File: src/rtl/fan_pkg.sv
// Shared types and default constants for the fan temperature controller:
// FSM state encoding, parameter defaults, PWM width and the target-duty curve.
package fan_pkg;

    localparam int PWM_W = 8;

    localparam logic [23:0]        POLL_DIV_DEF    = 24'd500000;
    localparam logic [23:0]        TIMEOUT_DEF     = 24'd100000;
    localparam logic signed [7:0]  T_LOW_DEF       = 8'sd30;
    localparam logic [7:0]         SLOPE_DEF       = 8'd8;
    localparam logic [7:0]         DUTY_MIN_DEF    = 8'd64;
    localparam logic [7:0]         HYST_DEF        = 8'd2;
    localparam logic [7:0]         SENSOR_ADDR_DEF = 8'h90;

    typedef enum logic [2:0] {
        ST_IDLE       = 3'd0,
        ST_GO_HI      = 3'd1,
        ST_GO_LO      = 3'd2,
        ST_WAIT_START = 3'd3,
        ST_WAIT_DONE  = 3'd4,
        ST_CAPTURE    = 3'd5,
        ST_ERROR      = 3'd6
    } fan_state_t;

    // Linear curve above t_low; computed in 16-bit signed and clamped to full scale.
    function automatic logic [PWM_W-1:0] target_duty(
        input logic signed [7:0] temp,
        input logic signed [7:0] t_low,
        input logic [7:0]        slope,
        input logic [7:0]        duty_min
    );
        logic signed [15:0] diff;
        logic signed [15:0] acc;
        diff = $signed({{8{temp[7]}}, temp}) - $signed({{8{t_low[7]}}, t_low});
        acc  = diff * $signed({8'd0, slope}) + $signed({8'd0, duty_min});
        if (temp <= t_low)
            return duty_min;
        else if (acc > 16'sd255 || acc < 16'sd0)
            return 8'hFF;
        else
            return acc[7:0];
    endfunction

endpackage

File: src/rtl/fan_pwm.sv
// Free-running 8-bit PWM; the duty register reloads only at the counter wrap
// so a period is never cut short, and full scale holds the output high.
import fan_pkg::*;

module fan_pwm (
    input  logic             clk,
    input  logic             rst_n,
    input  logic [PWM_W-1:0] pending,
    output logic [PWM_W-1:0] duty,
    output logic             pwm_out
);

    logic [PWM_W-1:0] cnt;

    always_ff @(posedge clk or negedge rst_n) begin
        if (!rst_n) begin
            cnt     <= '0;
            duty    <= '1;
            pwm_out <= 1'b0;
        end else begin
            cnt <= cnt + 1'b1;
            if (cnt == '1)
                duty <= pending;
            pwm_out <= (duty == '1) || (cnt < duty);
        end
    end

endmodule

File: src/rtl/fan_temp_ctrl.sv
// Polls an I2C temperature sensor through an external read engine and drives the fan PWM.
// Define FAN_TEMP_CTRL_FAILSAFE_EN to force full duty after a failed poll.
import fan_pkg::*;

module fan_temp_ctrl #(
    parameter logic [23:0]       POLL_DIV    = POLL_DIV_DEF,
    parameter logic [23:0]       TIMEOUT     = TIMEOUT_DEF,
    parameter logic signed [7:0] T_LOW       = T_LOW_DEF,
    parameter logic [7:0]        SLOPE       = SLOPE_DEF,
    parameter logic [7:0]        DUTY_MIN    = DUTY_MIN_DEF,
    parameter logic [7:0]        HYST        = HYST_DEF,
    parameter logic [7:0]        SENSOR_ADDR = SENSOR_ADDR_DEF
) (
    input  logic        RESET_N,
    input  logic        PT_CK,
    output logic        GO,
    output logic [7:0]  SLAVE_ADDRESS,
    output logic [7:0]  BYTE_NUM,
    input  logic        END_OK,
    input  logic        ACK_OK,
    input  logic [15:0] DATA,
    output logic [7:0]  TEMP,
    output logic        TEMP_VALID,
    output logic [7:0]  DUTY,
    output logic        PWM_OUT,
    output logic        FAULT,
    output logic [7:0]  ERR_CNT,
    output logic [2:0]  fsm_state
);

    // Engine handshake: GO high for two cycles requests a read; the engine
    // drops END_OK while busy and raises it when done. ACK_OK is only
    // meaningful while END_OK is low, DATA only once END_OK has returned high.

    fan_state_t        state;
    logic [23:0]       poll_cnt;
    logic [23:0]       phase_cnt;
    logic              go_cnt;
    logic              ack_seen;
    logic              first_sample;
    logic              recover;
    logic signed [7:0] last_temp;
    logic [7:0]        pending;

    logic              poll_tick;
    logic              timeout_hit;
    logic signed [7:0] sample;
    logic signed [8:0] delta;
    logic [8:0]        delta_mag;
    logic              hyst_ok;
    logic [7:0]        target;
    logic              unused_data_lo;

    assign SLAVE_ADDRESS  = SENSOR_ADDR;
    assign BYTE_NUM       = 8'd1;
    assign GO             = (state == ST_GO_HI);
    assign fsm_state      = state;
    assign unused_data_lo = ^DATA[7:0];

    assign poll_tick   = (poll_cnt == POLL_DIV - 24'd1);
    assign timeout_hit = (phase_cnt == TIMEOUT - 24'd1);
    assign sample      = $signed(DATA[15:8]);
    assign delta       = $signed({sample[7], sample}) - $signed({last_temp[7], last_temp});
    assign delta_mag   = delta[8] ? 9'(-delta) : 9'(delta);
    assign hyst_ok     = (delta_mag >= {1'b0, HYST});
    assign target      = target_duty(sample, T_LOW, SLOPE, DUTY_MIN);

    always_ff @(posedge PT_CK or negedge RESET_N) begin
        if (!RESET_N) begin
            state        <= ST_IDLE;
            poll_cnt     <= '0;
            phase_cnt    <= '0;
            go_cnt       <= 1'b0;
            ack_seen     <= 1'b0;
            first_sample <= 1'b1;
            recover      <= 1'b0;
            last_temp    <= '0;
            pending      <= 8'hFF;
            TEMP         <= '0;
            TEMP_VALID   <= 1'b0;
            FAULT        <= 1'b0;
            ERR_CNT      <= '0;
        end else begin
            TEMP_VALID <= 1'b0;
            // The poll timer free-runs; ticks outside IDLE are simply lost.
            poll_cnt   <= poll_tick ? '0 : poll_cnt + 24'd1;
            case (state)
                ST_IDLE: begin
                    if (poll_tick) begin
                        state    <= ST_GO_HI;
                        go_cnt   <= 1'b0;
                        ack_seen <= 1'b0;
                    end
                end
                ST_GO_HI: begin
                    go_cnt <= 1'b1;
                    if (go_cnt)
                        state <= ST_GO_LO;
                end
                ST_GO_LO: begin
                    state     <= ST_WAIT_START;
                    phase_cnt <= '0;
                end
                ST_WAIT_START: begin
                    if (!END_OK) begin
                        state     <= ST_WAIT_DONE;
                        phase_cnt <= '0;
                    end else if (timeout_hit) begin
                        state <= ST_ERROR;
                    end else begin
                        phase_cnt <= phase_cnt + 24'd1;
                    end
                end
                ST_WAIT_DONE: begin
                    if (!END_OK && ACK_OK)
                        ack_seen <= 1'b1;
                    if (END_OK)
                        state <= ST_CAPTURE;
                    else if (timeout_hit)
                        state <= ST_ERROR;
                    else
                        phase_cnt <= phase_cnt + 24'd1;
                end
                ST_CAPTURE: begin
                    if (ack_seen) begin
                        TEMP       <= sample;
                        TEMP_VALID <= 1'b1;
                        FAULT      <= 1'b0;
                        if (first_sample || recover || hyst_ok) begin
                            pending      <= target;
                            last_temp    <= sample;
                            first_sample <= 1'b0;
                        end
                        recover <= 1'b0;
                        state   <= ST_IDLE;
                    end else begin
                        state <= ST_ERROR;
                    end
                end
                ST_ERROR: begin
                    FAULT    <= 1'b1;
                    ack_seen <= 1'b0;
                    if (ERR_CNT != 8'hFF)
                        ERR_CNT <= ERR_CNT + 8'd1;
`ifdef FAN_TEMP_CTRL_FAILSAFE_EN
                    // Fan to full until a good sample; that sample bypasses hysteresis.
                    pending <= 8'hFF;
                    recover <= 1'b1;
`endif
                    state <= ST_IDLE;
                end
                default: state <= ST_IDLE;
            endcase
        end
    end

    fan_pwm u_pwm (
        .clk     (PT_CK),
        .rst_n   (RESET_N),
        .pending (pending),
        .duty    (DUTY),
        .pwm_out (PWM_OUT)
    );

endmodule

File: config.mk
export PLATFORM = sky130hd
export DESIGN_NAME = fan_temp_ctrl
export DESIGN_NICKNAME = d
export VERILOG_FILES = /design/src/rtl/fan_pkg.sv /design/src/rtl/fan_pwm.sv /design/src/rtl/fan_temp_ctrl.sv
export SDC_FILE = /design/constraint.sdc
export NUM_CORES = 1
export LEC_CHECK = 0
export BUFFER_PORTS_ARGS = -buffer_cell sky130_fd_sc_hd__buf_2
export CAP_MARGIN = 20
export CORE_ASPECT_RATIO = 0.75
export CORE_MARGIN = 4
export CORE_UTILIZATION = 60
export CTS_BUF_LIST = sky130_fd_sc_hd__clkbuf_2
export DETAILED_ROUTE_END_ITERATION = 10
export GPL_TIMING_DRIVEN = 0
export PLACE_DENSITY_LB_ADDON = 0.05
export SYNTH_ARGS = -nofsm -noshare
export SYNTH_HDL_FRONTEND = slang
export SYNTH_SLANG_ARGS = --single-unit
File: constraint.sdc
create_clock -name PT_CK -period 8.49 [get_ports PT_CK]
set_input_delay 0.4245 -clock PT_CK [delete_from_list [all_inputs] [get_ports PT_CK]]
set_output_delay 0.4245 -clock PT_CK [all_outputs]
set_load 0.1 [all_outputs]
# Word-level counts from Yosys, hierarchy flattened
# Index checks and enable logic that the tools add are counted.
word_totals:
  elab_cells: 85
  regBits: 105
  output_inout_bits: 47
  inputBits: 20
classes:
  eq_ne: 16
  reduce_logical: 18
  add_sub_neg: 8
  mux: 23
  magnitude_cmp: 5
op_table:
  columns: ["op", "count"]
  rows:
  - ["$mux W24", 4]
  - ["$pmux W24 S3", 1]
  - ["$add A24 B1 Y24 const B", 2]
  - ["$eq A24 B17 Y1 const B", 1]
  - ["$eq A24 B19 Y1 const B", 1]
  - ["$mux W3", 6]
  - ["$pmux W3 S6", 1]
  - ["$add A8 B1 Y8 const B", 2]
  - ["$eq A8 B8 Y1 const B", 2]
  - ["$mux W8", 2]
  - ["$add A12 B8 Y13 const B", 1]
  - ["$gt A13 B9 Y1 const B", 1]
  - ["$lt A13 B1 Y1 const B", 1]
  - ["$reduce_and A2 Y1", 6]
  - ["$eq A3 B3 Y1 const B", 3]
  - ["$ge A9 B2 Y1 const B", 1]
  - ["$mux W9", 1]
  - ["$neg A9 Y9", 1]
  - ["$sub A8 B6 Y9 const B", 1]
  - ["$sub A8 B8 Y9", 1]
  - ["$le A8 B6 Y1 const B", 1]
  - ["$lt A8 B8 Y1", 1]
  - ["$ne A2 B2 Y1 const B", 4]
  - ["$ne A8 B8 Y1 const B", 1]
  - ["13 further kinds", 24]

# Longest topological paths before layout
# Gate-level depths: netlist (run 1).
depth:
  ltp_word: 6
  ltp_mapped: 14
  ltp_nobuf: 13

# Modules after synthesis
# A second synthesis (run 1) with hierarchy kept.
hier_totals:
  cells_unflattened: 599
  hier_area_um2: 5808.1
modules_own_cells:
  columns: ["module", "seq_area_each_um2", "area_per_inst_um2", "cells_per_inst", "instances"]
  rows:
  - ["fan_temp_ctrl", 2160.8, 4918.5, 529, 1]
  - ["fan_pwm", 435.4, 889.6, 70, 1]

# Least setup slack after synthesis (run 1)
# No wires, ideal clock.
synth_path:
  kind: "input port to flip-flop"
  start: "input DATA[8]"
  end: "register last_temp[2]"
  t_arrival_ns: 3.111
  setup_time_ns: 0.125
  path_slack_ns: 5.254
  required_time_ns: 8.365
  path_buffers: 1
  cell_stages: 13
  path_cell_list: "inv_1 ha_1 inv_1 fa_1 inv_1 ha_1 nand2_1 or3b_1 a2111oi_0 o221ai_1 o21ai_2 buf_6 mux2_4"
synth_via:
  elab_chain_len: 6
synth_lines:
  columns: ["element", "line_no", "source"]
  rows:
  - ["start, declared", "fan_temp_ctrl.sv:21", "input logic [15:0] DATA,"]
  - ["$sub A8 B8 Y9 (*)", "fan_temp_ctrl.sv:63", "assign delta = $signed({sample[7], sample}) - $signed({last_temp[7], last_temp});"]
  - ["$neg A9 Y9", "fan_temp_ctrl.sv:64", "assign delta_mag = delta[8] ? 9'(-delta) : 9'(delta);"]
  - ["$mux W9 (*)", "fan_temp_ctrl.sv:64", null]
  - ["$ge A9 B2 Y1 (*)", "fan_temp_ctrl.sv:65", "assign hyst_ok = (delta_mag >= {1'b0, HYST});"]
  - ["$logic_or A1 B1 Y1 (*)", "fan_temp_ctrl.sv:129", "if (first_sample || recover || hyst_ok) begin"]
  - ["$reduce_and A3 Y1 (no source line) (*)", null, null]
  - ["end signal, assigned", "fan_temp_ctrl.sv:131", "last_temp <= sample;"]
  - ["end, declared", "fan_temp_ctrl.sv:42", "logic signed [7:0] last_temp;"]
# Every way passes the cells marked *; elsewhere a longest branch is shown, timed or not.
# A chain may end at the register's enable or synchronous reset.

# Worst setup path after layout (run 1)
layout_path:
  start: "register last_temp[0]"
  end: "register last_temp[3]"
layout_via:
  elab_chain_len: 6
layout_lines:
  columns: ["element", "line_no"]
  rows:
  - ["$sub A8 B8 Y9 (*)", "fan_temp_ctrl.sv:63"]
  - ["$neg A9 Y9", "fan_temp_ctrl.sv:64"]
  - ["$mux W9 (*)", "fan_temp_ctrl.sv:64"]
  - ["$ge A9 B2 Y1 (*)", "fan_temp_ctrl.sv:65"]
  - ["$logic_or A1 B1 Y1 (*)", "fan_temp_ctrl.sv:129"]
  - ["$reduce_and A3 Y1 (no source line) (*)", null]
# Marked as above.

==> results.md, run 1 <==
- The run finished with clean final reports.
- Dividing total power by cell area gives a power density of 135 mW/mm².
- The slowest stage of the critical path belongs to the cell a2111oi_0.
- Of the total synthesized cell area, the portion taken by XOR and XNOR cells is 9.25%.
- The mux cell area share after synthesis is 3.61%.
- The kind of launch point of the worst setup path is a register.
- For this design the static power due to leakage is 2.99 nW.
- The x dimension of the die is 119 µm.
- The count of input and output buffers is 42.
- The die covers 0.0109 mm².
- The clock tree from TritonCTS is yes.
- At the end of the flow the core is filled with cells to 68.5%.
- The most used flip-flop cell after synthesis is dfrtp_1.
- Data arrives at the worst endpoint at 4110 ps.
- The row count is 30.
- The type of the worst setup path is reg2reg.
- Summed over all nets, the switching power comes to 0.231 mW.
- The number of global-route vias before repair is 4,147.
- Counting every instance in the synthesized netlist gives 581.
- For this run, the slowest stage of the critical path takes 490 ps.
- Prior to clock tree synthesis, the placed netlist has a worst setup slack of 4620 ps.
- Summing the areas of all and, or, nand and nor instances in the mapped netlist gives 20.3% of the synthesized area.
- The synthesized design spends more area on one cell type than any other, namely dfrtp_1.
- The number of hold-slack violations in the final timing report was 0.
- The final routed DRC violation total is 0.
- The routability-driven placement congestion ratio is 0.843.
- The instance count on the critical path is 12.
- The violation count after the first detailed-routing iteration is 164.
- Of the total synthesized cell area, the portion taken by full adders, half adders and majority gates is 5.29%.
- The final design area excluding fillers is 0.00620 mm².
- The synthesized design contains 101 register bits.
- For the final database, setup skew stands at 32.3 ps.
- Once the floorplan was initialized, standard cells occupied 61.7% of the core.
- Sorting the synthesized cells by how often they occur yields dfrtp_1, nand2_1, nor2_1.
- The total overflow left after global routing is 0.
- The fraction of final layout cells sized beyond drive strength 1 is 15.7%.
- At the later pin of the worst-skew pair, clock insertion delay measures 590 ps.
- The number of antenna violations at the first check in global routing is 0.
- Synthesis instantiated 63 different standard cells from the library.
- Setup violations remaining at the end of the flow were counted as 0.
- In the final timing run, aggregate negative setup slack is 0 ps.
- Summing the areas of all compound-gate instances in the mapped netlist gives 10.2% of the synthesized area.
- Relative to the synthesized area, the layout overhead comes to 11.0%.
- The max-slew headroom at the worst pin is 47.2%.
- The worst hold path belongs to the class in2reg.
- The area after detailed placement is 0.00604 mm².
- For the worst flop-to-flop path, the logic depth is 12.
- The share of the clock period used by the worst path after layout is 42.6%.
- The cell class contributing the biggest share of worst-path delay is compound AO/OA/AOI/OAI gates.
- The main combinational cell family by area after synthesis is simple AND/OR/NAND/NOR gates.
- The most used standard cell by instance count after synthesis is dfrtp_1.
- The root cell of the clock tree is clkbuf_2.
- Buffers inserted during clock tree synthesis total 9.
- The proportion of power drawn by flip-flops and latches is 57.7%.
- During synthesis, Yosys emitted a total of 0 warnings.
- Once routing completed, OpenROAD measured the worst setup slack at 4870 ps.
- The global-route wire length before repair is 19,200 µm.
- The share of Yosys cell area claimed by the top area cell type is 39.4%.
- Across the run, the number of max-cap violations was 0.
- The data required time at the worst endpoint is 8990 ps.
- After the last flow step, the layout net total stands at 694.
- The clock drives 101 sinks.
- Counting both buffers and inverters, the worst setup path holds a total of 3.
- The routed via count is 4,165.
- The worst path in the final design needs a cycle of 3620 ps, including I/O delays and setup.
- The share of flip-flops with an asynchronous set or reset after synthesis is 100%.
- Fill cells in the final layout number 728.
- Of all nets on the critical path, the largest fanout is 10.
- 0 antenna diodes ended up in the layout.
- The signal on the critical path passes through ha_1 > inv_1 > fa_1 > inv_1 > ha_1 > nand2_1 > or3b_1 > a2111oi_0 > o221ai_1 > o21ai_2 > buf_6 > mux2_4.
- The level count of the clock H-tree is 3.
- The I/O pin count is 67.
- The synthesized design contains 0 enable-type register cells.
- The wire-length estimate of the detail-placed layout is 8020 µm.
- Net switching is 27.6% of the power.
- The combinational fraction of design power is 10.9%.
- The nature of the critical path endpoint is a register.
- Across every metal layer, demand over resource in global routing totals 21.3%.
- The buffers inserted during post-CTS setup optimization is 0.
- Across the VDD grid, the largest voltage drop is 92.0 µV.
- Internal power comes to 0.606 mW.
- Setup repair after global routing left no endpoint under its margin.
- For the pin with the worst max-slew slack, the measured transition is 787 ps.
- A synthesized cell averages 9.61 µm².
- The area inside the core boundary is 0.00905 mm².
- In the final routed layout, each cell accounts on average for 13.7 µm.
- The largest net degree at the start of global routing is 62.
- Dividing the detail-routed via count by the number of cells gives 5.31.
- The mapped netlist covers 0.00558 mm².
- The clock power share is 31.4%.
- The total count of max-transition violations in the final report was 0.
- In this run the remaining antenna-violating nets after routing total 0.
- The number of optimization iterations in the first detailed-route pass is 4.
- Overall power consumption after layout is estimated at 0.837 mW.
- Sequential elements use 45.6% of the synthesized area.
- Timing would allow up to 277 MHz.
- The number of cells traversed by the worst hold path is 2.
- The sum of routed wire length over all layers is 10,700 µm.
- By area the synthesized netlist is led by dfrtp_1, dfstp_2, ha_1, xnor2_1, nand2_1.
- The die span in y is 91.5 µm.
- The maximum number of buffers from clock root to sink is 2.
- The clock-pin slew of the registers on the worst-case setup and hold paths is 250 ps.
==> layer usage <==
metal	track usage, %	part of all wire [%]	wire (µm)	vias to the layer above
met4	6.58	1.4	150	0
li1	-	-	-	2105
met3	5.29	4.6	496	16
met2	32.8	44	4730	80
met5	0	0	0	-
met1	29.8	50	5360	1964
==> flip-flops by register name (all words and copies together) (netlist names) <==
register / flops
phase_cnt: 24
poll_cnt: 24
ERR_CNT: 8
TEMP: 8
last_temp: 8
u_pwm.cnt: 8
pending: 6
u_pwm.duty: 6
fsm_state: 3
FAULT: 1
TEMP_VALID: 1
ack_seen: 1
first_sample: 1
go_cnt: 1
u_pwm.pwm_out: 1
==> power groups by stage <==
stage	sequential, mW	clock [mW]	combinational (mW)
CTS	0.483	0.273	0.0909
detailed placement	0.490	0	0.0903
floorplan	0.490	0	0.0670
finish	0.483	0.263	0.0915
global route	0.483	0.294	0.100
global placement	0.490	0	0.0865
==> cell usage in the layout (no fill, tap or decap), types with 11 or more instances in the layout <==
cell / instances
xnor2_1: 31
nand3_1: 16
nand4_1: 17
dfrtp_1: 88
buf_2: 41
dfstp_2: 13
o21ai_0: 29
ha_1: 22
a21oi_1: 17
nor2_1: 57
buf_4: 19
nor2b_1: 11
nand2_1: 68
inv_1: 31
conb_1: 16
and3_1: 13
xor2_1: 28
==> timing repair <==
action,4_1_cts,5_1_grt
hold buffers,1,1
hold endpoints to repair,39,1
resized for setup,0,0
==> area by class of cell <==
cell class | count | area (µm²) | area share, %
Multi-Input combinational cell | 432 | 2780 | 44.8
Sequential cell | 101 | 2540 | 41.0
Timing Repair Buffer | 45 | 260 | 4.20
Buffer | 30 | 195 | 3.15
Tap cell | 128 | 160 | 2.58
Inverter | 32 | 120 | 1.94
Clock inverter | 7 | 97.6 | 1.57
Clock buffer | 9 | 45.0 | 0.727
==> logic make-up after synthesis <==
family / Yosys count
simple gates: 231
flops: 101
compound gates: 85
buf+inv: 62
xor+xnor: 59
fa+ha+maj: 23
mux: 18
other cells: 2
==> metrics by stage <==
step           instances  hold slack [ps]
6_report             784             90.4
5_1_grt              784             24.1
4_1_cts              783             11.0
3_5_place_dp         766              454
3_3_place_gp         765              447
2_1_floorplan        595              129
==> path summary, 6_finish.rpt <==
check / to / from / slack, ps
setup / recovery: last_temp[3]$_DFFE_PN0P_ / last_temp[0]$_DFFE_PN0P_ / 4870
hold / removal: last_temp[0]$_DFFE_PN0P_ / DATA[8] / 90
setup reg to reg: last_temp[3]$_DFFE_PN0P_ / last_temp[0]$_DFFE_PN0P_ / 4870
hold reg to reg: pending[5]$_DFFE_PN1P_ / pending[5]$_DFFE_PN1P_ / 490
max in group asynchronous: u_pwm.duty[2]$_DFFE_PN1N_ / RESET_N / 7470
min in group asynchronous: TEMP[4]$_DFFE_PN0P_ / RESET_N / 310
==> worst register-to-register path, cell delays in order, from the launching register on <==
cell       delay [ps]
dfrtp_1           440
ha_1              200
inv_1              90
fa_1              450
inv_1              80
ha_1              190
nand2_1           120
or3b_1            360
a2111oi_0         490
o221ai_1          190
o21ai_2           370
buf_6             250
mux2_4            310
No activity file was read; power rests on OpenSTA's default activity.
==> run 2, diff against run 1 <==
Settings changed: CORE_UTILIZATION 60 to 55.
Clock period 8.49 ns to 3.2 ns, I/O delays scaled along.
==> results.md, run 2 (synthesis gave the netlist of run 1 again) <==
- The run finished, with violations left.
- The checks that failed: setup timing.
- The largest net degree at the start of global routing is 63 (+1.6%).
- The count of placed standard cells in the final layout, fillers left out is 807 (+2.9%).
- The count of input and output buffers is 42 (unchanged).
- The critical path starts at last_temp[0]$_DFFE_PN0P_.
- From synthesis to final layout, the design area changed by 17.3%.
- Setup repair after global routing could not meet its margin everywhere.
- The number of hold-slack violations in the final timing report is 0 (unchanged).
- In the final layout, the registers with the most flip-flops are phase_cnt (24), poll_cnt (24).
- The fill cell total of the finished layout is 808 (+11%).
- The minimum period implied by the final worst setup slack is 3220 ps (-396 ps).
- The level count of the clock H-tree came to 3 (unchanged).
- The nature of the critical path endpoint is a register.
- The final total power was 2.32 mW (+180%).
- The worst-case clock skew is 38.3 ps (+6.03 ps).
- The placed wire-length estimate after detailed placement was 8200 µm (+2.1%).
- The worst setup path is launched from a register.
- The total global routing track utilization is 20.6% (-0.72 points).
- The sum of routed wire length over all layers is 11,600 µm (+8.3%).
- The power density over the cells came to 354 mW/mm² (+160%).
- The maximum clock frequency was 311 MHz (+12%).
- The type of the worst setup path is reg2reg.
- The final design area excluding fillers was 0.00655 mm² (+5.7%).
- The number of antenna repair diodes is 0 (unchanged).
- The path depth of the worst reg2reg path came to 12 (unchanged).
- The area inside the core boundary is 0.00977 mm² (+8.0%).
- The setup violation total in the final timing report is 6 (+6).
- Following the worst setup path forward leads to its endpoint at last_temp[4]$_DFFE_PN0P_.
- The highest net fanout along the worst path is 6 (-4).
- The path class of the tightest hold or removal check is in2reg.
- The final routed DRC violation total is 0 (unchanged).
- The total count of max-transition violations in the final report is 0 (unchanged).
- The number of antenna violations at the first check in global routing is 0 (unchanged).
- The maximum number of buffers from clock root to sink is 2 (unchanged).
- The data required time at the worst endpoint was 3690 ps (-5300 ps).
- The area after detailed placement is 0.00603 mm² (about the same).
- The number of optimization iterations in the first detailed-route pass is 5 (+1).
- The share of the clock period used by the worst path after layout is 101% (+58 points).
- In this run the critical register-to-register path is captured at last_temp[4]$_DFFE_PN0P_.
- The x dimension of the die is 124 µm (+4.2%).
- The accumulated negative setup slack is -43.4 ps (-43.4 ps).
- The die span in y is 95.3 µm (+4.1%).
- The number of max-capacitance violations reported was 0 (unchanged).
- The worst vdd rail ir drop came to 264 µV (+190%).
- The row count is 31 (+3.3%).
- The root cell of the clock tree is clkbuf_2.
- The latest clock arrival within the worst-skew pair was 580 ps (about the same).
- The number of global-route vias before repair is 4,199 (+1.3%).
- The overall overflow remaining after global route came to 0 (unchanged).
- The max-slew headroom at the worst pin is 46.9% (-0.29 points).
- The most common cell after layout, fill and taps aside is dfrtp_1.
- The minimum setup slack among reg-to-reg paths was -20 ps (-4890 ps).
- The global-route wire length before repair is 19,900 µm (+4.0%).
- The floorplan die area is 0.0118 mm² (+8.4%).
- The clock tree from TritonCTS is yes.
- The routability-driven placement congestion ratio is 0.806 (-4.3%).
- The number of buffers inserted during clock tree synthesis is 9 (unchanged).
- The violation count after the first detailed-routing iteration is 164 (unchanged).
- The clock-pin slew of the registers on the worst-case setup and hold paths was 260 ps (about the same).
- The post-layout net count came to 713 (+2.7%).
- The highest layer used for signal routing is met4.
- The routed wire length on met3 was 534 µm (+7.7%).
- The arrival time reported for the critical path endpoint is 3700 ps (-410 ps).
- The per-cell routed wire length came to 14.4 µm (+5.2%).
- The number of sinks driven by the clock tree is 101 (unchanged).
- The detailed-routing wirelength on met1 is 5730 µm (+6.8%).
- The cell total after placement is 770 (+0.52%).
- The number of nets with antenna violations after detailed routing is 0 (unchanged).
- The routed via count divided by cell count came to 5.33 (+0.39%).
- The I/O pin count is 67 (unchanged).
- In the layout the commonest cells are dfrtp_1, nand2_1, nor2_1.
- The fraction of final layout cells sized beyond drive strength 1 is 19.0% (+3.3 points).
- The wire length on met2 came to 5290 µm (+12%).
- The cell leakage power is 3.13 nW (+4.5%).
- The starting utilization of the core area is 57.1% (-4.6 points).
- The post-route worst setup slack is -19.6 ps (-4890 ps).
- The startpoint identified for the worst register-to-register timing path is last_temp[0]$_DFFE_PN0P_.
- The actual transition at the worst max-transition pin was 796 ps (+9.06 ps).
- The routed via count is 4,304 (+3.3%).
-- run 2: final cells by class --
type	count	area [µm²]	area share [%]
Buffer	30	199	3.04
Clock buffer	9	45.0	0.688
Clock inverter	7	114	1.74
Inverter	32	120	1.83
Multi-Input combinational cell	432	2920	44.5
Sequential cell	101	2540	38.8
Tap cell	132	165	2.52
Timing Repair Buffer	64	448	6.84
-- run 2: repair_timing --
| item | 4_1_cts | 5_1_grt |
|---|---|---|
| hold endpoints to repair | 73 | 0 |
| resized for setup | 15 | 12 |
| setup buffers | 9 | 2 |
| hold buffers | 10 | 0 |
| setup endpoints to repair | 14 | 14 |
| pin swaps | 8 | 4 |
-- run 2: worst max-delay path, cell delays in order, from the launching register on --
cell and delay, ps:
dfrtp_1 420, ha_2 190, inv_2 50, fa_2 390, a21o_1 250, a21oi_2 180, xnor2_2 110, or3_4 360
a2111oi_4 310, o221ai_2 170, o21ai_4 220, buf_8 180, mux2_4 300
-- run 2: power by group --
part           switching, mW  total [mW]  leakage, nW  internal, mW
registers                  0        1.28         1.28          1.28
logic                  0.198       0.282         1.75        0.0847
clock network          0.426       0.758       0.0872         0.332
-- run 2: how the worst min path moves through the flow --
| stage | start | depth (start not counted) | endpoint |
|---|---|---|---|
| 2_1_floorplan | RESET_N | 0 | ERR_CNT[0]$_DFFE_PN0P_ |
| 3_3_place_gp | DATA[8] | 2 | last_temp[0]$_DFFE_PN0P_ |
| 3_5_place_dp | RESET_N | 1 | phase_cnt[3]$_DFFE_PN0P_ |
| 4_1_cts | DATA[13] | 4 | TEMP[5]$_DFFE_PN0P_ |
| 5_1_grt | DATA[13] | 4 | TEMP[5]$_DFFE_PN0P_ |
| 6_report | DATA[13] | 4 | TEMP[5]$_DFFE_PN0P_ |
-- run 2: metal layers --
metal / GRT usage (%) / vias up
met2: 32.6 / 93
met5: 0 / -
met1: 28.3 / 2051
li1: - / 2152
met3: 5.32 / 8
met4: 5.84 / 0
-- run 2: stage by stage --
step | setup slack, ps | hold WS [ps] | utilization (%)
after floorplan | 81.6 | -136 | -
after global placement | -304 | 424 | 61.5
after detailed placement | -353 | 313 | 61.7
after CTS | -44.7 | 21.0 | 66.1
after global routing | -139 | 45.7 | 67.0
final | -19.6 | 86.4 | 67.0
==> run 3, diff against run 2 <==
Settings changed: RECOVER_POWER set to 100, SLEW_MARGIN set to 10.
==> results.md, run 3 (synthesis gave the netlist of run 1 again) <==
- The share of the clock period used by the worst path after layout is 100% (-0.16 points).
- The post-synthesis to final-layout area growth is 16.3%.
- The met1 layer usage reported by global route came to 28.3% (unchanged).
- The post-route worst setup slack is -14.6 ps (+5.01 ps).
- The final design area excluding fillers came to 0.00649 mm² (-0.86%).
- The violation count after the first detailed-routing iteration is 165 (+0.61%).
- The number of hold-slack violations in the final timing report was 0 (unchanged).
- The latest clock arrival within the worst-skew pair is 580 ps (about the same).
- The worst-case clock skew is 37.2 ps (-1.08 ps).
- The row count was 31 (unchanged).
- The worst setup slack after placement is -353 ps (unchanged).
- The area after detailed placement is 0.00603 mm² (unchanged).
- The number of buffers inserted during clock tree synthesis was 9 (unchanged).
- The kind of path behind the tightest hold check is in2reg.
- The power density over the cells is 357 mW/mm² (+0.73%).
- The number of antenna violations at the first check in global routing is 0 (unchanged).
- The placed wire-length estimate after detailed placement was 8200 µm (unchanged).
- The minimum setup slack among reg-to-reg paths is -10 ps (about the same).
- The die span in y is 95.3 µm (unchanged).
- The per-cell routed wire length is 14.4 µm (about the same).
- The kind of launch point of the worst setup path is a register.
- The fraction of final layout cells sized beyond drive strength 1 is 14.2% (-4.7 points).
- The starting utilization of the core area is 57.1% (unchanged).
- The number of optimization iterations in the first detailed-route pass was 7 (+2).
- The total global routing track utilization came to 20.6% (unchanged).
- The routed via count was 4,283 (-0.49%).
- The fraction of met2 tracks used by global routing is 32.6% (unchanged).
- The routed via count divided by cell count is 5.31 (-0.49%).
- The clock-pin slew of the registers on the worst-case setup and hold paths is 260 ps (about the same).
- The type of the worst setup path is reg2reg.
- The cell leakage power is 3.01 nW (-3.7%).
- The number of max-capacitance violations reported is 1 (+1).
- The total count of max-transition violations in the final report was 63 (+63).
- The number of sinks driven by the clock tree was 101 (unchanged).
- The largest registers in the layout are phase_cnt (24), poll_cnt (24).
- The cell sitting at the root of the clock tree is a clkbuf_2.
- The maximum number of buffers from clock root to sink is 2 (unchanged).
- Setup repair after global routing could not meet its margin everywhere.
- The flow ran to the end, but the final reports show violations.
- The final routed DRC violation total was 0 (unchanged).
- The setup violation total in the final timing report is 4 (-2).
- TritonCTS built the clock tree.
- The actual transition at the worst max-transition pin came to 1520 ps (+728 ps).
- The count of input and output buffers was 42 (unchanged).
- The overall overflow remaining after global route was 0 (unchanged).
- The global-route wire length before repair is 19,900 µm (unchanged).
- The post-layout net count is 713 (unchanged).
- The arrival time reported for the critical path endpoint is 3700 ps (about the same).
- The worst vdd rail ir drop is 264 µV (-0.23%).
- The number of antenna repair diodes is 0 (unchanged).
- The I/O pin count is 67 (unchanged).
- The level count of the clock H-tree is 3 (unchanged).
- The highest net fanout along the worst path was 6 (unchanged).
- The max-slew headroom at the worst pin was -1.63% (-49 points).
- The routability-driven placement congestion ratio is 0.806 (unchanged).
- The busiest layer in global routing is met2.
- The floorplan die area is 0.0118 mm² (unchanged).
- In the layout the commonest cells are dfrtp_1, nand2_1, nor2_1.
- The sum of routed wire length over all layers is 11,600 µm (about the same).
- The worst setup path is captured at a register.
- The area inside the core boundary is 0.00977 mm² (unchanged).
- The number of nets with antenna violations after detailed routing came to 0 (unchanged).
- The final reports fail on capacitance limit, slew limit, setup timing.
- The largest net degree at the start of global routing is 63 (unchanged).
- The most common cell after layout, fill and taps aside is dfrtp_1.
- The data required time at the worst endpoint was 3680 ps (about the same).
- The met3 routing resource usage after global routing came to 5.32% (unchanged).
- The x dimension of the die is 124 µm (unchanged).
- The maximum clock frequency is 311 MHz (+0.16%).
- The minimum period implied by the final worst setup slack is 3210 ps (-5.01 ps).
- The number of global-route vias before repair came to 4,199 (unchanged).
run 3: what timing repair did:
item	CTS	global route
setup endpoints to repair	14	14
resized for setup	15	12
pin swaps	8	4
buffers inserted	9	2
endpoints found under the hold margin	73	0
hold buffers	10	0
run 3: final cells by class:
class,count,area [µm²]
Clock inverter,7,114
Clock buffer,9,45.0
Buffer,30,199
Fill cell,831,3280
Sequential cell,101,2540
Tap cell,132,165
Timing Repair Buffer,64,392
Inverter,32,120
Multi-Input combinational cell,432,2920
run 3: path summary, 6_finish.rpt:
| path | start | depth (start not counted) | to |
|---|---|---|---|
| worst max-delay path | last_temp[0]$_DFFE_PN0P_ | 12 | last_temp[4]$_DFFE_PN0P_ |
| worst min-delay path | DATA[13] | 4 | TEMP[5]$_DFFE_PN0P_ |
| worst max register to register | last_temp[0]$_DFFE_PN0P_ | 12 | last_temp[4]$_DFFE_PN0P_ |
| worst min register to register | poll_cnt[0]$_DFF_PN0_ | 1 | poll_cnt[0]$_DFF_PN0_ |
| max in group asynchronous | RESET_N | 3 | u_pwm.cnt[4]$_DFF_PN0_ |
| min in group asynchronous | RESET_N | 2 | fsm_state[1]$_DFFE_PN0P_ |
run 3: stage by stage:
stage               std cells  total power, mW  util, %  TNS, ps  hold WS (ps)
finish                    807             2.32     66.4    -26.1          74.6
global route              807             2.41     66.4    -1570          45.7
CTS                       805             2.32     66.1     -234          21.0
detailed placement        770             1.54     61.7    -3050           313
global placement          769             1.53     61.5    -2350           424
floorplan                 595             1.48        -        0          -136
run 3: worst max-delay path, stage by stage (launching register included):
cell,delay [ps]
dfrtp_1,420
ha_2,190
inv_2,50
fa_2,390
a21o_1,250
a21oi_2,180
xnor2_2,110
or3_4,360
a2111oi_4,310
o221ai_2,160
o21ai_4,220
buf_8,180
mux2_4,300
run 3: layer usage:
layer	routed length (µm)	share of wire (%)
met1	5720	49
met2	5270	45
met3	539	4.6
met4	96	0.83
met5	0	0
run 3: where the power goes:
group          leakage (nW)  switching (mW)  internal, mW
combinational          1.64           0.197        0.0822
sequential             1.28               0          1.28
clock                0.0872           0.426         0.332
